==> src/rtl/ipsxb_fft_multi_ch_test_ctrl.sv <==
// ipsxb_fft_multi_ch_test_ctrl
// Purpose : onboard test sequencer for the multi-channel FFT example design.
//           It debounces a start button, launches runs to the per-channel
//           frame_gen/frame_chk pairs in single, N-loop or continuous mode,
//           and keeps the per-channel error, timeout and run/fail counters
//           that drive the board LEDs.
// Latency : the start edge is seen 2 enabled cycles after the pin changes.
//           o_start_pulse follows the edge cycle by DB_CNT_MAX enabled cycles.
//           Consecutive runs are separated by one EVAL cycle plus GAP_CYCLES.
// Flow    : no backpressure. i_aclken=0 freezes every register, so a pulse
//           stays high until the next enabled cycle.
//
// Ports
//   i_clk, i_rstn     clock, asynchronous active-low reset
//   i_aclken          clock enable that qualifies every state update
//   i_start_test      raw start button (asynchronous, active-high)
//   i_stop            level request to end the current sequence
//   i_mode            00 single, 01 loop i_loop_num runs, 10 continuous, 11 single
//   i_loop_num        run count for loop mode (0 behaves as 1)
//   i_chk_finished    per-channel checker finished flags
//   i_err             per-channel checker error
//   i_alm             per-channel FFT alarm, channel c on [3c+2:3c]
//   o_start_pulse     one-enabled-cycle run launch
//   o_busy            sequencer is not idle (registered)
//   o_err, o_err_any  sticky per-channel error of the current/last run, and its OR
//   o_timeout         sticky, the last run timed out
//   o_run_cnt         completed runs, saturating
//   o_fail_cnt        failed runs, saturating
module ipsxb_fft_multi_ch_test_ctrl #(
  parameter int NUM_CH         = 2,
  parameter int DB_CNT_MAX     = 2048,
  parameter int DB_CNT_W       = 12,
  parameter int GAP_CYCLES     = 64,
  parameter int TIMEOUT_CYCLES = 1048576,
  parameter int TO_W           = 21,
  parameter int LOOP_W         = 8,
  parameter int CNT_W          = 16,
  parameter bit STOP_ON_FAIL   = 1'b0
) (
  input  logic                i_clk,
  input  logic                i_rstn,
  input  logic                i_aclken,
  input  logic                i_start_test,
  input  logic                i_stop,
  input  logic [1:0]          i_mode,
  input  logic [LOOP_W-1:0]   i_loop_num,
  input  logic [NUM_CH-1:0]   i_chk_finished,
  input  logic [NUM_CH-1:0]   i_err,
  input  logic [3*NUM_CH-1:0] i_alm,
  output logic                o_start_pulse,
  output logic                o_busy,
  output logic [NUM_CH-1:0]   o_err,
  output logic                o_err_any,
  output logic                o_timeout,
  output logic [CNT_W-1:0]    o_run_cnt,
  output logic [CNT_W-1:0]    o_fail_cnt
);

  // Gap counter only needs to reach GAP_CYCLES-1.
  localparam int GAP_W = $clog2(GAP_CYCLES + 1);

  localparam logic [DB_CNT_W-1:0] DB_ONE   = DB_CNT_W'(1);
  localparam logic [DB_CNT_W-1:0] DB_LAST  = DB_CNT_W'(DB_CNT_MAX - 1);
  localparam logic [GAP_W-1:0]    GAP_LAST = GAP_W'(GAP_CYCLES - 1);
  localparam logic [TO_W-1:0]     TO_LAST  = TO_W'(TIMEOUT_CYCLES - 1);
  localparam logic [LOOP_W-1:0]   LOOP_ONE = LOOP_W'(1);

  typedef enum logic [2:0] {
    S_IDLE     = 3'd0,
    S_DEBOUNCE = 3'd1,
    S_LAUNCH   = 3'd2,
    S_WAIT_ARM = 3'd3,
    S_WAIT_CHK = 3'd4,
    S_EVAL     = 3'd5,
    S_GAP      = 3'd6
  } state_t;

  state_t              state_q,    state_d;
  logic [2:0]          sync_q,     sync_d;
  logic [DB_CNT_W-1:0] db_cnt_q,   db_cnt_d;
  logic [GAP_W-1:0]    gap_cnt_q,  gap_cnt_d;
  logic [TO_W-1:0]     to_cnt_q,   to_cnt_d;
  logic [LOOP_W-1:0]   run_idx_q,  run_idx_d;
  logic [LOOP_W-1:0]   loop_num_q, loop_num_d;
  logic [1:0]          mode_q,     mode_d;
  logic                stop_req_q, stop_req_d;
  logic [NUM_CH-1:0]   err_q,      err_d;
  logic                timeout_q,  timeout_d;
  logic [CNT_W-1:0]    run_cnt_q,  run_cnt_d;
  logic [CNT_W-1:0]    fail_cnt_q, fail_cnt_d;
  logic                busy_q;

  logic [NUM_CH-1:0]   alm_hit;
  logic                start_edge;
  logic                err_any;
  logic                run_failed;
  logic                mode_single;
  logic                mode_loop;
  logic [LOOP_W-1:0]   loop_max;
  logic [LOOP_W-1:0]   run_idx_inc;
  logic                seq_done;

  // Any of the three alarm bits of a channel counts as an error for it.
  always_comb begin
    alm_hit = '0;
    for (int c = 0; c < NUM_CH; c++) begin
      alm_hit[c] = |i_alm[3*c +: 3];
    end
  end

  // sync_q[0] is the metastability stage; the edge is taken between the
  // two settled stages so a held button after reset (all ones) is silent.
  assign start_edge  = sync_q[1] & ~sync_q[2];

  assign err_any     = |err_q;
  assign run_failed  = err_any | timeout_q;
  assign mode_single = (mode_q == 2'b00) || (mode_q == 2'b11);
  assign mode_loop   = (mode_q == 2'b01);
  assign loop_max    = (loop_num_q == '0) ? LOOP_ONE : loop_num_q;
  assign run_idx_inc = run_idx_q + LOOP_ONE;

  // A live i_stop in EVAL is treated as pending as well as a latched one.
  assign seq_done = mode_single
                 || stop_req_q
                 || i_stop
                 || timeout_q
                 || (STOP_ON_FAIL && run_failed)
                 || (mode_loop && (run_idx_inc == loop_max));

  always_comb begin
    state_d    = state_q;
    sync_d     = {sync_q[1:0], i_start_test};
    db_cnt_d   = db_cnt_q;
    gap_cnt_d  = gap_cnt_q;
    to_cnt_d   = to_cnt_q;
    run_idx_d  = run_idx_q;
    loop_num_d = loop_num_q;
    mode_d     = mode_q;
    stop_req_d = stop_req_q;
    timeout_d  = timeout_q;
    run_cnt_d  = run_cnt_q;
    fail_cnt_d = fail_cnt_q;
    // Error flags are sticky in every state; LAUNCH overrides below.
    err_d      = err_q | i_err | alm_hit;

    case (state_q)
      S_IDLE: begin
        if (start_edge) begin
          state_d  = S_DEBOUNCE;
          db_cnt_d = DB_ONE;
        end
      end

      S_DEBOUNCE: begin
        if (i_stop) begin
          state_d = S_IDLE;
        end else if (db_cnt_q == DB_LAST) begin
          state_d    = S_LAUNCH;
          db_cnt_d   = '0;
          run_idx_d  = '0;
          // Mode and loop count are frozen for the whole sequence.
          mode_d     = i_mode;
          loop_num_d = i_loop_num;
        end else begin
          db_cnt_d = db_cnt_q + DB_ONE;
        end
      end

      S_LAUNCH: begin
        // Clear wins over a same-cycle error from the previous run.
        err_d     = '0;
        timeout_d = 1'b0;
        to_cnt_d  = '0;
        state_d   = S_WAIT_ARM;
        if (i_stop) begin
          stop_req_d = 1'b1;
        end
      end

      S_WAIT_ARM: begin
        if (i_stop) begin
          stop_req_d = 1'b1;
        end
        // Checkers must first drop finished to show they took the launch.
        if (to_cnt_q == TO_LAST) begin
          timeout_d = 1'b1;
          state_d   = S_EVAL;
        end else begin
          to_cnt_d = to_cnt_q + TO_W'(1);
          if (i_chk_finished == '0) begin
            state_d = S_WAIT_CHK;
          end
        end
      end

      S_WAIT_CHK: begin
        if (i_stop) begin
          stop_req_d = 1'b1;
        end
        if (to_cnt_q == TO_LAST) begin
          timeout_d = 1'b1;
          state_d   = S_EVAL;
        end else begin
          to_cnt_d = to_cnt_q + TO_W'(1);
          if (&i_chk_finished) begin
            state_d = S_EVAL;
          end
        end
      end

      S_EVAL: begin
        run_idx_d = run_idx_inc;
        if (!(&run_cnt_q)) begin
          run_cnt_d = run_cnt_q + CNT_W'(1);
        end
        if (run_failed && !(&fail_cnt_q)) begin
          fail_cnt_d = fail_cnt_q + CNT_W'(1);
        end
        if (seq_done) begin
          state_d = S_IDLE;
        end else begin
          state_d   = S_GAP;
          gap_cnt_d = '0;
        end
      end

      S_GAP: begin
        if (i_stop) begin
          state_d = S_IDLE;
        end else if (gap_cnt_q == GAP_LAST) begin
          state_d = S_LAUNCH;
        end else begin
          gap_cnt_d = gap_cnt_q + GAP_W'(1);
        end
      end

      default: begin
        state_d = S_IDLE;
      end
    endcase

    // A stop request never outlives the sequence it was raised in.
    if (state_d == S_IDLE) begin
      stop_req_d = 1'b0;
    end
  end

  always_ff @(posedge i_clk or negedge i_rstn) begin
    if (!i_rstn) begin
      state_q    <= S_IDLE;
      sync_q     <= 3'b111;
      db_cnt_q   <= '0;
      gap_cnt_q  <= '0;
      to_cnt_q   <= '0;
      run_idx_q  <= '0;
      loop_num_q <= '0;
      mode_q     <= 2'b00;
      stop_req_q <= 1'b0;
      err_q      <= '0;
      timeout_q  <= 1'b0;
      run_cnt_q  <= '0;
      fail_cnt_q <= '0;
      busy_q     <= 1'b0;
    end else if (i_aclken) begin
      state_q    <= state_d;
      sync_q     <= sync_d;
      db_cnt_q   <= db_cnt_d;
      gap_cnt_q  <= gap_cnt_d;
      to_cnt_q   <= to_cnt_d;
      run_idx_q  <= run_idx_d;
      loop_num_q <= loop_num_d;
      mode_q     <= mode_d;
      stop_req_q <= stop_req_d;
      err_q      <= err_d;
      timeout_q  <= timeout_d;
      run_cnt_q  <= run_cnt_d;
      fail_cnt_q <= fail_cnt_d;
      busy_q     <= (state_d != S_IDLE);
    end
  end

  // LAUNCH lasts exactly one enabled cycle, so decoding the registered
  // state gives a glitch-free pulse that also freezes with i_aclken.
  assign o_start_pulse = (state_q == S_LAUNCH);
  assign o_busy        = busy_q;
  assign o_err         = err_q;
  assign o_err_any     = err_any;
  assign o_timeout     = timeout_q;
  assign o_run_cnt     = run_cnt_q;
  assign o_fail_cnt    = fail_cnt_q;

endmodule

==> config.mk <==
export PLATFORM = sky130hd
export DESIGN_NAME = ipsxb_fft_multi_ch_test_ctrl
export DESIGN_NICKNAME = d
export VERILOG_FILES = /design/src/rtl/ipsxb_fft_multi_ch_test_ctrl.sv
export SDC_FILE = /design/constraint.sdc
export NUM_CORES = 1
export LEC_CHECK = 0
export BUFFER_PORTS_ARGS = -buffer_cell sky130_fd_sc_hd__buf_4
export CORE_ASPECT_RATIO = 1.4
export CORE_MARGIN = 10
export CORE_UTILIZATION = 50
export CTS_CLUSTER_SIZE = 24
export DETAILED_ROUTE_END_ITERATION = 6
export PLACE_DENSITY = 0.67
export RECOVER_POWER = 25
export SYNTH_ARGS = -nofsm -noshare
export SYNTH_HDL_FRONTEND = slang
export SYNTH_SLANG_ARGS = --single-unit
==> constraint.sdc <==
create_clock -name i_clk -period 2.7 [get_ports i_clk]
set_input_delay 0.54 -clock i_clk [delete_from_list [all_inputs] [get_ports i_clk]]
set_output_delay 0.54 -clock i_clk [all_outputs]
set_load 0.005 [all_outputs]
# [After elaboration in Yosys (flattened, before gate mapping)]
# Cells that the tools add are included.
[totals] register_bits=101 out_inout_bits=38 elab_cells=115
[op_classes] add_sub_neg=6 n_eq_ne=20 muxes=31 bitwise=7 reduce_logical=37
[op_table] op="$pmux W21 S2" n=1
[op_table] op="$mux W12" n=3
[op_table] op="$add A16 B1 Y16 const B" n=2
[op_table] op="$reduce_and A16 Y1" n=2
[op_table] op="$mux W3" n=10
[op_table] op="$mux W8" n=3
[op_table] op="$pmux W12 S2" n=1
[op_table] op="$add A21 B1 Y21 const B" n=1
[op_table] op="$eq A21 B20 Y1 const B" n=1
[op_table] op="$mux W21" n=1
[op_table] op="$mux W7" n=3
[op_table] op="$pmux W3 S7" n=1
[op_table] op="$pmux W8 S2" n=1
[op_table] op="$reduce_and A3 Y1" n=5
[op_table] op="$ne A2 B2 Y1 const B" n=7
[op_table] op="$pmux W7 S2" n=1
[op_table] op="$add A12 B1 Y12 const B" n=1
[op_table] op="$eq A12 B11 Y1 const B" n=1
[op_table] op="$reduce_and A4 Y1" n=3
[op_table] op="$reduce_bool A2 Y1" n=6
[op_table] op="$eq A3 B3 Y1 const B" n=3
[op_table] op="$reduce_or A3 Y1" n=3
[op_table] op="$add A8 B1 Y8 const B" n=1
[op_table] op="$eq A8 B8 Y1" n=1
[op_table] op="other kinds (24)" n=39

# [Longest topological paths before layout]
[logic_depth] word_depth=11 depth_mapped=8

# [Worst setup path after synthesis]
# OpenSTA, ideal clock, no wires.
[synth_path] path_kind="register -> register" startpoint="reg db_cnt_q[0]" endpoint="reg loop_num_q[0]" t_arrival_ns=1.858 required_time_ns=2.575 slack_ns=0.717 stages_incl_launch_ff=8 n_path_buf=2 synth_period_minus_slack_ns=1.983 cell_sequence="dfrtp_1 ha_1 nand4_1 or4_1 buf_2 nor2_1 buf_4 mux2_2"
[synth_via] elab_chain_len=2
[synth_lines] element="from (decl)" line_no="80" rtl="logic [DB_CNT_W-1:0] db_cnt_q, db_cnt_d;"
[synth_lines] element="from (signal assigned)" line_no="267" rtl="db_cnt_q <= db_cnt_d;"
[synth_lines] element="$eq A12 B11 Y1" line_no="157" rtl="end else if (db_cnt_q == DB_LAST) begin"
[synth_lines] element="$reduce_and A4 Y1 (no line)"
[synth_lines] element="to (signal assigned)" line_no="271" rtl="loop_num_q <= loop_num_d;"
[synth_lines] element="to (decl)" line_no="84" rtl="logic [LOOP_W-1:0] loop_num_q, loop_num_d;"
# Every way passes these cells.
# A chain may end at the register's enable or synchronous reset.

# [Worst setup path after layout]
[layout_path] startpoint="reg to_cnt_q[0]" endpoint="reg to_cnt_q[6]"
[layout_via] elab_chain_len=3
[layout_lines] element="from (decl)" line_no="82" rtl="logic [TO_W-1:0] to_cnt_q, to_cnt_d;"
[layout_lines] element="from (signal assigned)" line_no="269" rtl="to_cnt_q <= to_cnt_d;"
[layout_lines] element="$add A21 B1 Y21 / $eq A21 B20 Y1 (equally long branches)"
[layout_lines] element="$mux W21 / $ne A2 B2 Y1 (equally long branches)"
[layout_lines] element="$pmux W21 S2 / $reduce_and A3 Y1 (equally long branches)"
# Several ways; a longest one is shown, not always the timed one. The select of a mux whose other input is x is not followed.

==> metrics.md <==
| Metric | Value |
|---|---|
| Status | `finished, final reports clean` |
| CP bufs+invs | `0` |
| Inserted Clock Buffers | `9` |
| RePlAce Congestion | `around 0.83` |
| Crit path max-delay family | `compound AO/OA/AOI/OAI gates` |
| Die W | `about 110 µm` |
| Post-synth EDFFs | `0` |
| P&R area growth vs syn | `18.0%` |
| Register area share after synthesis | `0.476` |
| All-Layer GR Usage | `0.159` |
| RSZ-0062 raised after global routing | `false` |
| Required time of the critical path | `around 3 ns` |
| Syn_area_per_cell | `around 10 µm²` |
| Placed cell count | `736` |
| Critical path depth | `7` |
| FP Rows | `44` |
| Crit-path max FO | `10` |
| Core area | `10400 µm²` |
| WL per Instance | `~15 µm` |
| CTS Buffer Depth | `2` |
| Mapped Cells | `537` |
| Crit path cell chain | `ha_1 > nand4_1 > nor4_1 > a22o_1 > a211o_1 > xor2_1 > nor2_1` |
| Setup crit end | `to_cnt_q[6]$_DFFE_PN0P_` |
| Setup tns final | `0 ns` |
| Pre-CTS setup slack | `roughly 0.34 ns` |
| Die height | `142 µm` |
| Largest cells by area after synthesis | `dfrtp_1, xnor2_1, nor2_1` |
| Antenna-violating nets left | `0` |
| Worst endpoint data arrival time | `about 2.6 ns` |
| Top post-synthesis cells by count | `dfrtp_1, nor2_1, nand2_1, xnor2_1, o21ai_0` |
| Largest net degree at the start of global routing | `53` |
| DR iter-0 viols | `about 170` |
| Antenna violations before repair | `0` |
| Crit path kind | `reg -> reg` |
| Reg2reg end | `to_cnt_q[6]$_DFFE_PN0P_` |
| IO Count | `between 60 and 70` |
| Final Hold Fails | `0` |
| Number of global-route vias before repair | `between 4k and 5k` |
| Cell taking the most area after synthesis | `dfrtp_1` |
| Yosys reg bits | `approximately 100` |
| F_max | `approximately 0.42 GHz` |
| Clock Tree Root | `clkbuf_16` |
| Yosys cell types | `62` |
| Post-CTS Setup Bufs | `0` |
| Fraction of registers with async set/reset | `1.00` |
| Count of final setup violators | `0` |
| Fin area | `6280 µm²` |
| Minimum clock period | `~2.4 ns` |
| Clock Latency Late Sink | `between 0.3 and 0.4 ns` |
| Nets | `between 600 and 700` |
| Peak supply drop | `about 0.00034 V` |
| Hold_ws | `between 0.4 and 0.5 ns` |
| # resized after CTS | `0` |
| Die ar. | `between 15000 and 20000 µm²` |
| FF/Latch Area | `roughly 2500 µm²` |
| Slew Limit Fails | `0` |
| Hpwl dp | `8.67 mm` |
| Period utilization | `0.889` |
| PortBufs | `62` |
| First-pass iteration count of the detailed router | `4` |
| Global route total overflow | `0` |
| Worst-case clock skew | `slightly below 0.008 ns` |
| Initial core utilization | `0.511` |
| R2R depth | `7` |
| Post-DP Area | `between 5000 and 6000 µm²` |
| Worst Tran Pin Value | `between 1 and 1.5 ns` |
| Antenna diodes | `0` |
| # H-tree levels | `3` |
| Yosys top cell area share | `0.461` |
| Filler cells | `882` |
| FF-to-FF Start | `to_cnt_q[0]$_DFFE_PN0P_` |
| Detailed-route via count | `approximately 4.2k` |
| Sink Count | `101` |
| Critical Path Start Type | `register` |
| Worst hold path class | `in -> reg` |
| Max-cap violations | `0` |
| Crit path capture type | `register` |
| First-pass GRT wire length | `20.0 mm` |
| Setup ws final | `~0.30 ns` |
| Primary FF master, synth | `dfrtp_1` |
| Cell with the largest stage delay on the worst path | `a22o_1` |
| Worst slew margin | `0.147` |
| Power Total | `4.31 mW` |
| Vias per cell | `5.63` |
| CP startpoint | `to_cnt_q[0]$_DFFE_PN0P_` |
| Worst-path clk slew | `approximately 0.07 ns` |
| Top-count cell post-synth | `dfrtp_1` |
| CTS Hold Bufs | `0` |
| Worst R2R Setup Slack | `about 0.3 ns` |
| Non-Filler Instances | `between 700 and 800` |
| Layout cells sized above 1 | `0.184` |
| Net Count, Synth | `569` |
| Drt total wl | `about 12 mm` |
| Area occupied by multi-input gates | `roughly 2600 µm²` |
| Leak pwr | `approximately 2.8 nW` |
| Final core utilization | `0.603` |
| Synth Warn # | `0` |
| Cell area after synthesis | `about 5300 µm²` |
| Pwr dens | `roughly 700 nW/µm²` |
| Crit-path max cell delay | `roughly 0.57 ns` |
| TritonCTS clock tree | `built` |
| DRC Markers | `0` |
[registers in the layout (all words and copies together) (netlist names)]
signal / count
mode_q: 2
o_timeout: 1
o_run_cnt: 16
to_cnt_q: 21
o_busy: 1
state_q: 3
sync_q: 3
gap_cnt_q: 7
db_cnt_q: 12
loop_num_q: 8
stop_req_q: 1
run_idx_q: 8
o_err: 2
o_fail_cnt: 16
[cells in the final DEF (no fill, tap or decap), types with 9 or more instances in the layout]
master,instances
nor2_1,55
buf_4,74
o21ai_0,28
dfrtp_1,98
a31oi_1,10
inv_1,17
nand3_1,26
nand4_1,17
mux2_2,13
and3_1,17
xor2_1,17
clkbuf_16,9
nand2_1,45
a21oi_1,16
xnor2_1,41
[layout make-up]
type | instances | share of cell area
timing repair buffer | 78 | 0.0911
clock buffer | 14 | 0.0421
tap | 138 | 0.0275
multi-input combinational | 401 | 0.420
inverter | 18 | 0.0108
sequential | 101 | 0.403
clock inverter | 1 | 0.00478
[worst min path at each step]
stage,from,to,cells after the start
floorplan,i_rstn,db_cnt_q[0]$_DFFE_PN0P_,0
global placement,o_fail_cnt[10]$_DFFE_PN0P_,o_fail_cnt[10]$_DFFE_PN0P_,1
detailed placement,db_cnt_q[11]$_DFFE_PN0P_,db_cnt_q[11]$_DFFE_PN0P_,1
CTS,i_rstn,o_run_cnt[2]$_DFFE_PN0P_,1
global route,i_loop_num[4],loop_num_q[4]$_DFFE_PN0P_,2
finish,i_mode[1],mode_q[1]$_DFFE_PN0P_,3
[where the power goes]
part | internal (mW) | total [mW] | switching (mW)
clock | 0.766 | 1.29 | 0.521
sequential | 1.74 | 2.00 | 0.266
combinational | 0.474 | 1.02 | 0.551
[worst reg2reg max path, stage by stage, from the launching register on]
cell	delay (ns)
dfrtp_1	0.41
ha_1	0.23
nand4_1	0.25
nor4_1	0.42
a22o_1	0.57
a211o_1	0.23
xor2_1	0.15
nor2_1	0.05
[layer usage]
metal  vias up  GRT usage  wire length [µm]
met1      2058      0.178              4830
met2        83      0.278              6030
met3         7     0.0331               622
met5         -          0                 0
li1       2078          -                 -
met4         0     0.0751               110
[cells by family after synthesis]
| kind of cell | synth area share |
|---|---|
| and+or+nand+nor | 0.213 |
| AOI/OAI and AO/OA | 0.142 |
| DFF | 0.476 |
| xor gates and xnor gates | 0.0955 |
| buffers and inverters | 0.0280 |
| muxes | 0.0294 |
| adders and majority gates | 0.0165 |
Note: power is estimated with default switching activity, not from simulation.
